==> config.mk <==
export PLATFORM = sky130hd
export DESIGN_NAME = alu_arbitro_flat
export DESIGN_NICKNAME = d
export VERILOG_FILES = /design/src/rtl/alu_arbitro_if.sv /design/src/rtl/alu_arbitro.sv /design/src/flat_wrapper.sv
export SDC_FILE = /design/constraint.sdc
export NUM_CORES = 1
export LEC_CHECK = 0
export CAP_MARGIN = 20
export CORE_MARGIN = 4
export CORE_UTILIZATION = 40
export DETAILED_ROUTE_END_ITERATION = 10
export GPL_TIMING_DRIVEN = 0
export PLACE_DENSITY = 0.83
export SKIP_CTS_REPAIR_TIMING = 1
export SYNTH_ARGS = -nofsm -noshare
export SYNTH_HDL_FRONTEND = slang
export SYNTH_SLANG_ARGS = --single-unit
export TNS_END_PERCENT = 30
==> constraint.sdc <==
create_clock -name clk_i -period 4.4 [get_ports clk_i]
set_input_delay 1.1 -clock clk_i [delete_from_list [all_inputs] [get_ports clk_i]]
set_output_delay 1.1 -clock clk_i [all_outputs]
set_load 0.005 [all_outputs]
==> src/rtl/alu_arbitro_if.sv <==
// Bundle of requester, shared-ALU and response signals around alu_arbitro.
// The master side is the environment (requesters, ALU, consumer); the slave side is the arbiter.
interface alu_arbitro_if #(
  parameter int ANCHO = 4
);
  // Handshakes: a transfer happens in a cycle where valid and ready are both 1.
  // Requester k holds req_valid_i[k]; the arbiter answers with req_ready_o[k] in that cycle.
  // The arbiter holds resp_valid_o and the response fields stable until resp_ready_i is 1.
  logic [1:0]         req_valid_i;
  logic [1:0]         req_ready_o;
  logic [2*ANCHO-1:0] req_a_i;
  logic [2*ANCHO-1:0] req_b_i;
  logic [1:0]         req_flagin_i;
  logic [7:0]         req_control_i;

  logic [ANCHO-1:0]   alu_a_o;
  logic [ANCHO-1:0]   alu_b_o;
  logic               alu_flagin_o;
  logic [3:0]         alu_control_o;
  logic [ANCHO-1:0]   alu_result_i;
  logic               alu_flags_i;
  logic               alu_zero_i;

  logic               resp_valid_o;
  logic               resp_id_o;
  logic [ANCHO-1:0]   resp_result_o;
  logic               resp_flags_o;
  logic               resp_zero_o;
  logic               resp_error_o;
  logic               resp_ready_i;

  logic [1:0]         state_dbg;

  modport master (
    output req_valid_i, req_a_i, req_b_i, req_flagin_i, req_control_i,
    output alu_result_i, alu_flags_i, alu_zero_i, resp_ready_i,
    input  req_ready_o, alu_a_o, alu_b_o, alu_flagin_o, alu_control_o,
    input  resp_valid_o, resp_id_o, resp_result_o, resp_flags_o, resp_zero_o, resp_error_o,
    input  state_dbg
  );

  modport slave (
    input  req_valid_i, req_a_i, req_b_i, req_flagin_i, req_control_i,
    input  alu_result_i, alu_flags_i, alu_zero_i, resp_ready_i,
    output req_ready_o, alu_a_o, alu_b_o, alu_flagin_o, alu_control_o,
    output resp_valid_o, resp_id_o, resp_result_o, resp_flags_o, resp_zero_o, resp_error_o,
    output state_dbg
  );
endinterface

==> src/rtl/alu_arbitro.sv <==
// Two-requester round-robin arbiter in front of one shared ALU, one operation in flight.
// Optional macro ALU_ARBITRO_OPCHECK_EN: opcodes above 4'h9 are answered with an error, not executed.
module alu_arbitro #(
  parameter int ANCHO = 4
) (
  input  logic         clk_i,
  input  logic         rst_i,
  alu_arbitro_if.slave bus
);
  typedef enum logic [1:0] {
    LIBRE    = 2'd0,
    EJECUTA  = 2'd1,
    RESPONDE = 2'd2
  } state_t;

  state_t           state;
  logic             prio;
  logic [ANCHO-1:0] lat_a;
  logic [ANCHO-1:0] lat_b;
  logic             lat_flagin;
  logic [3:0]       lat_control;
  logic             lat_id;
  logic             resp_id;
  logic [ANCHO-1:0] resp_result;
  logic             resp_flags;
  logic             resp_zero;

  logic             winner;
  logic             grant;
  logic [ANCHO-1:0] sel_a;
  logic [ANCHO-1:0] sel_b;
  logic             sel_flagin;
  logic [3:0]       sel_control;

  // With both requesters valid the pointer decides; otherwise the lone valid one wins.
  always_comb begin
    winner = bus.req_valid_i[1];
    if (bus.req_valid_i == 2'b11) winner = prio;
  end

  assign grant       = !rst_i && (state == LIBRE) && (bus.req_valid_i != 2'b00);
  assign sel_a       = winner ? bus.req_a_i[2*ANCHO-1:ANCHO] : bus.req_a_i[ANCHO-1:0];
  assign sel_b       = winner ? bus.req_b_i[2*ANCHO-1:ANCHO] : bus.req_b_i[ANCHO-1:0];
  assign sel_flagin  = winner ? bus.req_flagin_i[1] : bus.req_flagin_i[0];
  assign sel_control = winner ? bus.req_control_i[7:4] : bus.req_control_i[3:0];

  assign bus.req_ready_o   = grant ? (winner ? 2'b10 : 2'b01) : 2'b00;
  assign bus.alu_a_o       = lat_a;
  assign bus.alu_b_o       = lat_b;
  assign bus.alu_flagin_o  = lat_flagin;
  assign bus.alu_control_o = lat_control;
  assign bus.resp_valid_o  = (state == RESPONDE);
  assign bus.resp_id_o     = resp_id;
  assign bus.resp_result_o = resp_result;
  assign bus.resp_flags_o  = resp_flags;
  assign bus.resp_zero_o   = resp_zero;
  assign bus.state_dbg     = state;

  // Only the carry/borrow-style opcodes report the ALU flag.
  function automatic logic keeps_flag(input logic [3:0] op);
    return (op == 4'd2) || (op == 4'd6) || (op == 4'd8) || (op == 4'd9);
  endfunction

`ifdef ALU_ARBITRO_OPCHECK_EN
  logic resp_error;
  assign bus.resp_error_o = resp_error;
`else
  assign bus.resp_error_o = 1'b0;
`endif

  always_ff @(posedge clk_i) begin
    if (rst_i) begin
      state       <= LIBRE;
      prio        <= 1'b0;
      lat_a       <= '0;
      lat_b       <= '0;
      lat_flagin  <= 1'b0;
      lat_control <= 4'd0;
      lat_id      <= 1'b0;
      resp_id     <= 1'b0;
      resp_result <= '0;
      resp_flags  <= 1'b0;
      resp_zero   <= 1'b0;
`ifdef ALU_ARBITRO_OPCHECK_EN
      resp_error  <= 1'b0;
`endif
    end else begin
      case (state)
        LIBRE: begin
          if (grant) begin
            prio <= ~winner;
`ifdef ALU_ARBITRO_OPCHECK_EN
            // Illegal opcodes never reach the ALU, so its inputs keep their old values.
            if (sel_control > 4'h9) begin
              state       <= RESPONDE;
              resp_id     <= winner;
              resp_result <= '0;
              resp_flags  <= 1'b0;
              resp_zero   <= 1'b1;
              resp_error  <= 1'b1;
            end else
`endif
            begin
              state       <= EJECUTA;
              lat_a       <= sel_a;
              lat_b       <= sel_b;
              lat_flagin  <= sel_flagin;
              lat_control <= sel_control;
              lat_id      <= winner;
            end
          end
        end
        EJECUTA: begin
          state       <= RESPONDE;
          resp_id     <= lat_id;
          resp_result <= bus.alu_result_i;
          resp_zero   <= bus.alu_zero_i;
          resp_flags  <= keeps_flag(lat_control) ? bus.alu_flags_i : 1'b0;
`ifdef ALU_ARBITRO_OPCHECK_EN
          resp_error  <= 1'b0;
`endif
        end
        RESPONDE: begin
          if (bus.resp_ready_i) state <= LIBRE;
        end
        default: state <= LIBRE;
      endcase
    end
  end
endmodule
==> src/flat_wrapper.sv <==
// flat-port wrapper written by rule: the top's interface ports become plain ports
module alu_arbitro_flat 
#(
  parameter int ANCHO = 4
)
  (clk_i, rst_i, bus_req_valid_i, bus_req_a_i, bus_req_b_i, bus_req_flagin_i, bus_req_control_i, bus_alu_result_i, bus_alu_flags_i, bus_alu_zero_i, bus_resp_ready_i, bus_req_ready_o, bus_alu_a_o, bus_alu_b_o, bus_alu_flagin_o, bus_alu_control_o, bus_resp_valid_o, bus_resp_id_o, bus_resp_result_o, bus_resp_flags_o, bus_resp_zero_o, bus_resp_error_o, bus_state_dbg);
  alu_arbitro_if #(.ANCHO(ANCHO)) bus_i ();
  input  logic clk_i;
  input  logic rst_i;
  input wire logic [$bits(bus_i.req_valid_i)-1:0] bus_req_valid_i;
  input wire logic [$bits(bus_i.req_a_i)-1:0] bus_req_a_i;
  input wire logic [$bits(bus_i.req_b_i)-1:0] bus_req_b_i;
  input wire logic [$bits(bus_i.req_flagin_i)-1:0] bus_req_flagin_i;
  input wire logic [$bits(bus_i.req_control_i)-1:0] bus_req_control_i;
  input wire logic [$bits(bus_i.alu_result_i)-1:0] bus_alu_result_i;
  input wire logic [$bits(bus_i.alu_flags_i)-1:0] bus_alu_flags_i;
  input wire logic [$bits(bus_i.alu_zero_i)-1:0] bus_alu_zero_i;
  input wire logic [$bits(bus_i.resp_ready_i)-1:0] bus_resp_ready_i;
  output wire logic [$bits(bus_i.req_ready_o)-1:0] bus_req_ready_o;
  output wire logic [$bits(bus_i.alu_a_o)-1:0] bus_alu_a_o;
  output wire logic [$bits(bus_i.alu_b_o)-1:0] bus_alu_b_o;
  output wire logic [$bits(bus_i.alu_flagin_o)-1:0] bus_alu_flagin_o;
  output wire logic [$bits(bus_i.alu_control_o)-1:0] bus_alu_control_o;
  output wire logic [$bits(bus_i.resp_valid_o)-1:0] bus_resp_valid_o;
  output wire logic [$bits(bus_i.resp_id_o)-1:0] bus_resp_id_o;
  output wire logic [$bits(bus_i.resp_result_o)-1:0] bus_resp_result_o;
  output wire logic [$bits(bus_i.resp_flags_o)-1:0] bus_resp_flags_o;
  output wire logic [$bits(bus_i.resp_zero_o)-1:0] bus_resp_zero_o;
  output wire logic [$bits(bus_i.resp_error_o)-1:0] bus_resp_error_o;
  output wire logic [$bits(bus_i.state_dbg)-1:0] bus_state_dbg;
  assign bus_i.req_valid_i = bus_req_valid_i;
  assign bus_i.req_a_i = bus_req_a_i;
  assign bus_i.req_b_i = bus_req_b_i;
  assign bus_i.req_flagin_i = bus_req_flagin_i;
  assign bus_i.req_control_i = bus_req_control_i;
  assign bus_i.alu_result_i = bus_alu_result_i;
  assign bus_i.alu_flags_i = bus_alu_flags_i;
  assign bus_i.alu_zero_i = bus_alu_zero_i;
  assign bus_i.resp_ready_i = bus_resp_ready_i;
  assign bus_req_ready_o = bus_i.req_ready_o;
  assign bus_alu_a_o = bus_i.alu_a_o;
  assign bus_alu_b_o = bus_i.alu_b_o;
  assign bus_alu_flagin_o = bus_i.alu_flagin_o;
  assign bus_alu_control_o = bus_i.alu_control_o;
  assign bus_resp_valid_o = bus_i.resp_valid_o;
  assign bus_resp_id_o = bus_i.resp_id_o;
  assign bus_resp_result_o = bus_i.resp_result_o;
  assign bus_resp_flags_o = bus_i.resp_flags_o;
  assign bus_resp_zero_o = bus_i.resp_zero_o;
  assign bus_resp_error_o = bus_i.resp_error_o;
  assign bus_state_dbg = bus_i.state_dbg;
  alu_arbitro #(.ANCHO(ANCHO)) u_core (.clk_i(clk_i), .rst_i(rst_i), .bus(bus_i));
endmodule
# After elaboration in Yosys (flattened, before gate mapping)
# Cells that the tools add are included.
word_totals:
  output_inout_bits: 26
  in_bits: 37
  wordCells: 42
  regBits: 24
op_classes:
  reduce_logical: 10
  bitwise: 1
  n_mux: 11
  n_eq_ne: 9
op_table:
  columns: ["operator", "count"]
  rows:
  - ["4-bit two-way mux", 3]
  - ["4-bit equality test, second input constant", 2]
  - ["2-bit two-way mux", 4]
  - ["2-bit one-hot mux with 3 select lines", 1]
  - ["2-bit equality test, second input constant", 2]
  - ["4-bit by 2-bit equality test with 1-bit output, second input constant", 1]
  - ["4-bit by 3-bit equality test with 1-bit output, second input constant", 1]
  - ["2-bit AND reduction", 2]
  - ["1-bit logical OR", 3]
  - ["1-bit two-way mux", 3]
  - ["2-bit by 1-bit equality test with 1-bit output, second input constant", 1]
  - ["1-bit logical AND", 2]
  - ["2-bit zero test", 1]
  - ["2-bit by 1-bit != test with 1-bit output, second input constant", 1]
  - ["2-bit != test, second input constant", 1]
  - ["2-bit nonzero test", 1]
  - ["1-bit zero test", 1]
  - ["1-bit inverter", 1]

# Depth between registers and ports, before layout
depth:
  ltp_word: 5
  ltp_mapped: 6
  ltp_nobuf: 3

# Worst setup path before layout
# No wires, ideal clock.
synth_path:
  kind: "input to output"
  from: "input bus_req_valid_i[1]"
  to: "output bus_req_ready_o[0]"
  stages: 6
  path_slack_ps: 1373
  t_required_ps: 3300
  arrival_time_ps: 1927
  n_path_buf: 3
  cell_sequence: "or2_1 -> buf_6 -> and2_4 -> buf_6 -> buf_12 -> o21a_1"
synth_between:
  elab_chain_len: 4
  word_cells_on_any_way: 6
  cone_classes: "eq/ne (1); mux (3); reduce/logical (2)"
synth_rtl:
  columns: ["item", "line", "source"]
  rows:
  - ["start, declared", "flat_wrapper.sv:10", "input wire logic [$bits(bus_i.req_valid_i)-1:0] bus_req_valid_i;"]
  - ["2-bit equality test", "alu_arbitro.sv:38", "if (bus.req_valid_i == 2'b11) winner = prio;"]
  - ["1-bit two-way mux", "alu_arbitro.sv:38", null]
  - ["2-bit two-way mux", "alu_arbitro.sv:47", "assign bus.req_ready_o = grant ? (winner ? 2'b10 : 2'b01) : 2'b00;"]
  - ["2-bit two-way mux *", "alu_arbitro.sv:47", null]
  - ["end, declared", "flat_wrapper.sv:19", "output wire logic [$bits(bus_i.req_ready_o)-1:0] bus_req_ready_o;"]
# Mark *: on every way between the ends. The rest lies on a longest branch, timed or not.

# Final worst setup path
layout_path:
  from: "input rst_i"
  to: "output bus_req_ready_o[0]"
layout_between:
  elab_chain_len: 4
layout_rtl:
  columns: ["item", "line", "source"]
  rows:
  - ["start, declared", "flat_wrapper.sv:9", "input logic rst_i;"]
  - ["1-bit zero test", "alu_arbitro.sv:41", "assign grant = !rst_i && (state == LIBRE) && (bus.req_valid_i != 2'b00);"]
  - ["1-bit logical AND (2 in series)", "alu_arbitro.sv:41", null]
  - ["2-bit two-way mux", "alu_arbitro.sv:47", null]
# No other way between the ends.

==> out/qor.yml <==
pin_count: 63
initial_utilization_pct: 42.6
fp.dieH_um: 62.7
slowest_delay_ps: 530
critPathTopFamily: "buffers and inverters"
cp_max_fo: 10
worstPathArrival_ps: 3030
wl_per_cell_um: 14.5
critPathKind: "in2out"
grt_pass1_vias: 1294
outcome: "finished clean"
synthArstFlopShare_pct: 0
io_buffers: 61
tritoncts: "yes"
layout_min_cycle_time_ps: 4130
synth_ff_type: "dfxtp_1"
synth_edf_count: 0
synthCells: 131
hold_viol_final: 0
slowest_stage: "clkdlybuf4s50_1"
row_count: 19
setup_viol: 0
htree_levels: 1
grt_overflow: 0
drv_cap: 0
synthTopCellsByArea: "dfxtp_1, a311oi_2, a21oi_1"
viasPerCell: 5.35
antenna_found_initial: 0
hold_class: "reg2reg"
clk_pin_slew_ps: 120
drc_errors: 0
min_path_cells: 2
grt_pass1_wl_um: 5550
fin_cells: 226
p_per_area_nw_per_um2: 269
ys_ff_latch: 24
syn-num-nets: 168
ant_nets: 0
yosys_warnings: 0
cp_cell_sequence: "clkdlybuf4s50_1, nor3_4, and2_4, buf_6, buf_12, o21a_1, clkdlybuf4s50_1"
p_leak_nw: 0.632
drive_above_1_share_pct: 11.3
critical_path_required_ps: 3300
dp_cells: 223
fin_skew_ps: 1.18
cp_num_buf_inv: 4
gp_congestion: 0.733
grt_usage_pct: 16.9
cp.depth: 7
avgSynthCellArea_sq_um: 9.13
synth_commonest_cells: "dfxtp_1, a21oi_1, nand2_1, nand3b_1, o21ai_0"
crit_path_end_kind: "output pin"
dieArea_sq_um: 3930
antenna_cells: 0
layout.nets: 234
area_growth_pct: 56.2
ys_types: 26
dpl.hpwl_um: 2540
finalCritPeriodShare_pct: 94.0
cts_buffer_depth: 2
dr.pass1.iters: 4
drt-initial-drc-count: 41
max_freq_ghz: 0.242
cpMostUsedCell: "clkdlybuf4s50_1"
maxSlewHeadroom_pct: 57.7
die_w_um: 62.7
insertion_delay_ps: 300
slew_viol_final: 0
yosys.area.top_type_share_pct: 40.2
tightestPinTransition_ps: 634
cts-buffers-inserted: 3
clock-sinks: 24
yosysSeqAreaShare_pct: 40.2
n_fill_cell: 240
netlist_area_sq_um: 1200
yosysTopAreaCell: "dfxtp_1"
drt_wl_total_um: 3280
clock-root-buffer: "clkbuf_4"
core_area_sq_um: 2810
tns_ps: 0
peakVddDrop_mv: 0.135
cp-start-kind: "input pin"
grt_max_degree: 13
synth_most_common_cell: "dfxtp_1"
vias: 1208
reg2regPathDepth: 4
rsz0062_at_grt: "false"
-- where the power goes --
group | internal [mW] | switching (mW) | total [mW]
clock | 0.0319 | 0.0607 | 0.0926
combinational | 0.0970 | 0.0650 | 0.162
sequential | 0.236 | 0.0125 | 0.248
total | 0.364 | 0.138 | 0.503
-- layer usage --
metal / part of all wire [%] / track usage (%)
met2: 49 / 30.2
met5: 0 / 0
met4: 0.91 / 4.96
met3: 8.4 / 7.01
met1: 42 / 18.1
-- placed cells by master, fill, tap and decap left out, types with 2 or more instances in the layout --
cell type,n
buf_2,3
nand3b_1,13
nor3b_1,2
clkdlybuf4s50_1,61
a311oi_1,5
nor2b_1,3
clkbuf_4,3
nand2_1,13
buf_6,2
a21oi_1,22
clkbuf_1,8
a311oi_2,8
o21ai_0,13
nand2b_1,2
dfxtp_1,24
-- stage by stage --
stage	total power [mW]	worst slack [ps]	utilization, %	hold WS [ps]	instance area [sq um]
global placement	0.411	297	65.8	439	1850
CTS	0.506	271	66.6	461	1870
floorplan	0.329	1370	-	428	1200
detailed placement	0.415	288	65.8	442	1850
global route	0.529	136	66.6	491	1870
finish	0.503	265	66.6	459	1870
-- worst paths after layout --
kind | startpoint | to | slack, ps
worst max register to register | u_core.bus.state_dbg[0]$_SDFFE_PP0P_ | u_core.bus.alu_b_o[3]$_SDFFE_PP0P_ | 2890
worst min register to register | u_core.lat_id$_SDFFE_PP0P_ | u_core.bus.resp_id_o$_SDFFE_PP0N_ | 460
worst max-delay path | rst_i | bus_req_ready_o[0] | 270
worst min-delay path | u_core.lat_id$_SDFFE_PP0P_ | u_core.bus.resp_id_o$_SDFFE_PP0N_ | 460
-- sequential cells by signal, indices dropped and copies added (netlist names) --
name and count:
u_core.bus.alu_a_o 4, u_core.bus.alu_b_o 4, u_core.bus.alu_control_o 4, u_core.bus.resp_result_o 4, u_core.bus.state_dbg 2, u_core.bus.alu_flagin_o 1
u_core.bus.resp_flags_o 1, u_core.bus.resp_id_o 1, u_core.bus.resp_zero_o 1, u_core.lat_id 1, u_core.prio 1
-- tightest hold or removal path, stage by stage, from the launching register on --
cell     delay (ps)
dfxtp_1         330
nand2_1          50
a21oi_1          50
-- kinds of logic (layout without fill, tap and decap cells) --
| family | Yosys count | after routing | synth area share (%) |
|---|---|---|---|
| compound gates | 52 | 52 | 31.1 |
| buf+inv | 16 | 80 | 8.26 |
| flops | 24 | 24 | 40.2 |
| other cells | 1 | 1 | 0.314 |
| simple gates | 38 | 38 | 20.2 |
-- final cells by class --
type	instances	area (sq um)	share of cell area (%)
inverters	1	3.75	0.201
plain buffers	15	95.1	5.09
clock buffers	3	22.5	1.21
well taps	31	38.8	2.08
repair buffers	61	611	32.7
flip-flops and latches	24	480	25.7
multi-input cells	91	617	33.0
(Power assumes the default switching activity.)
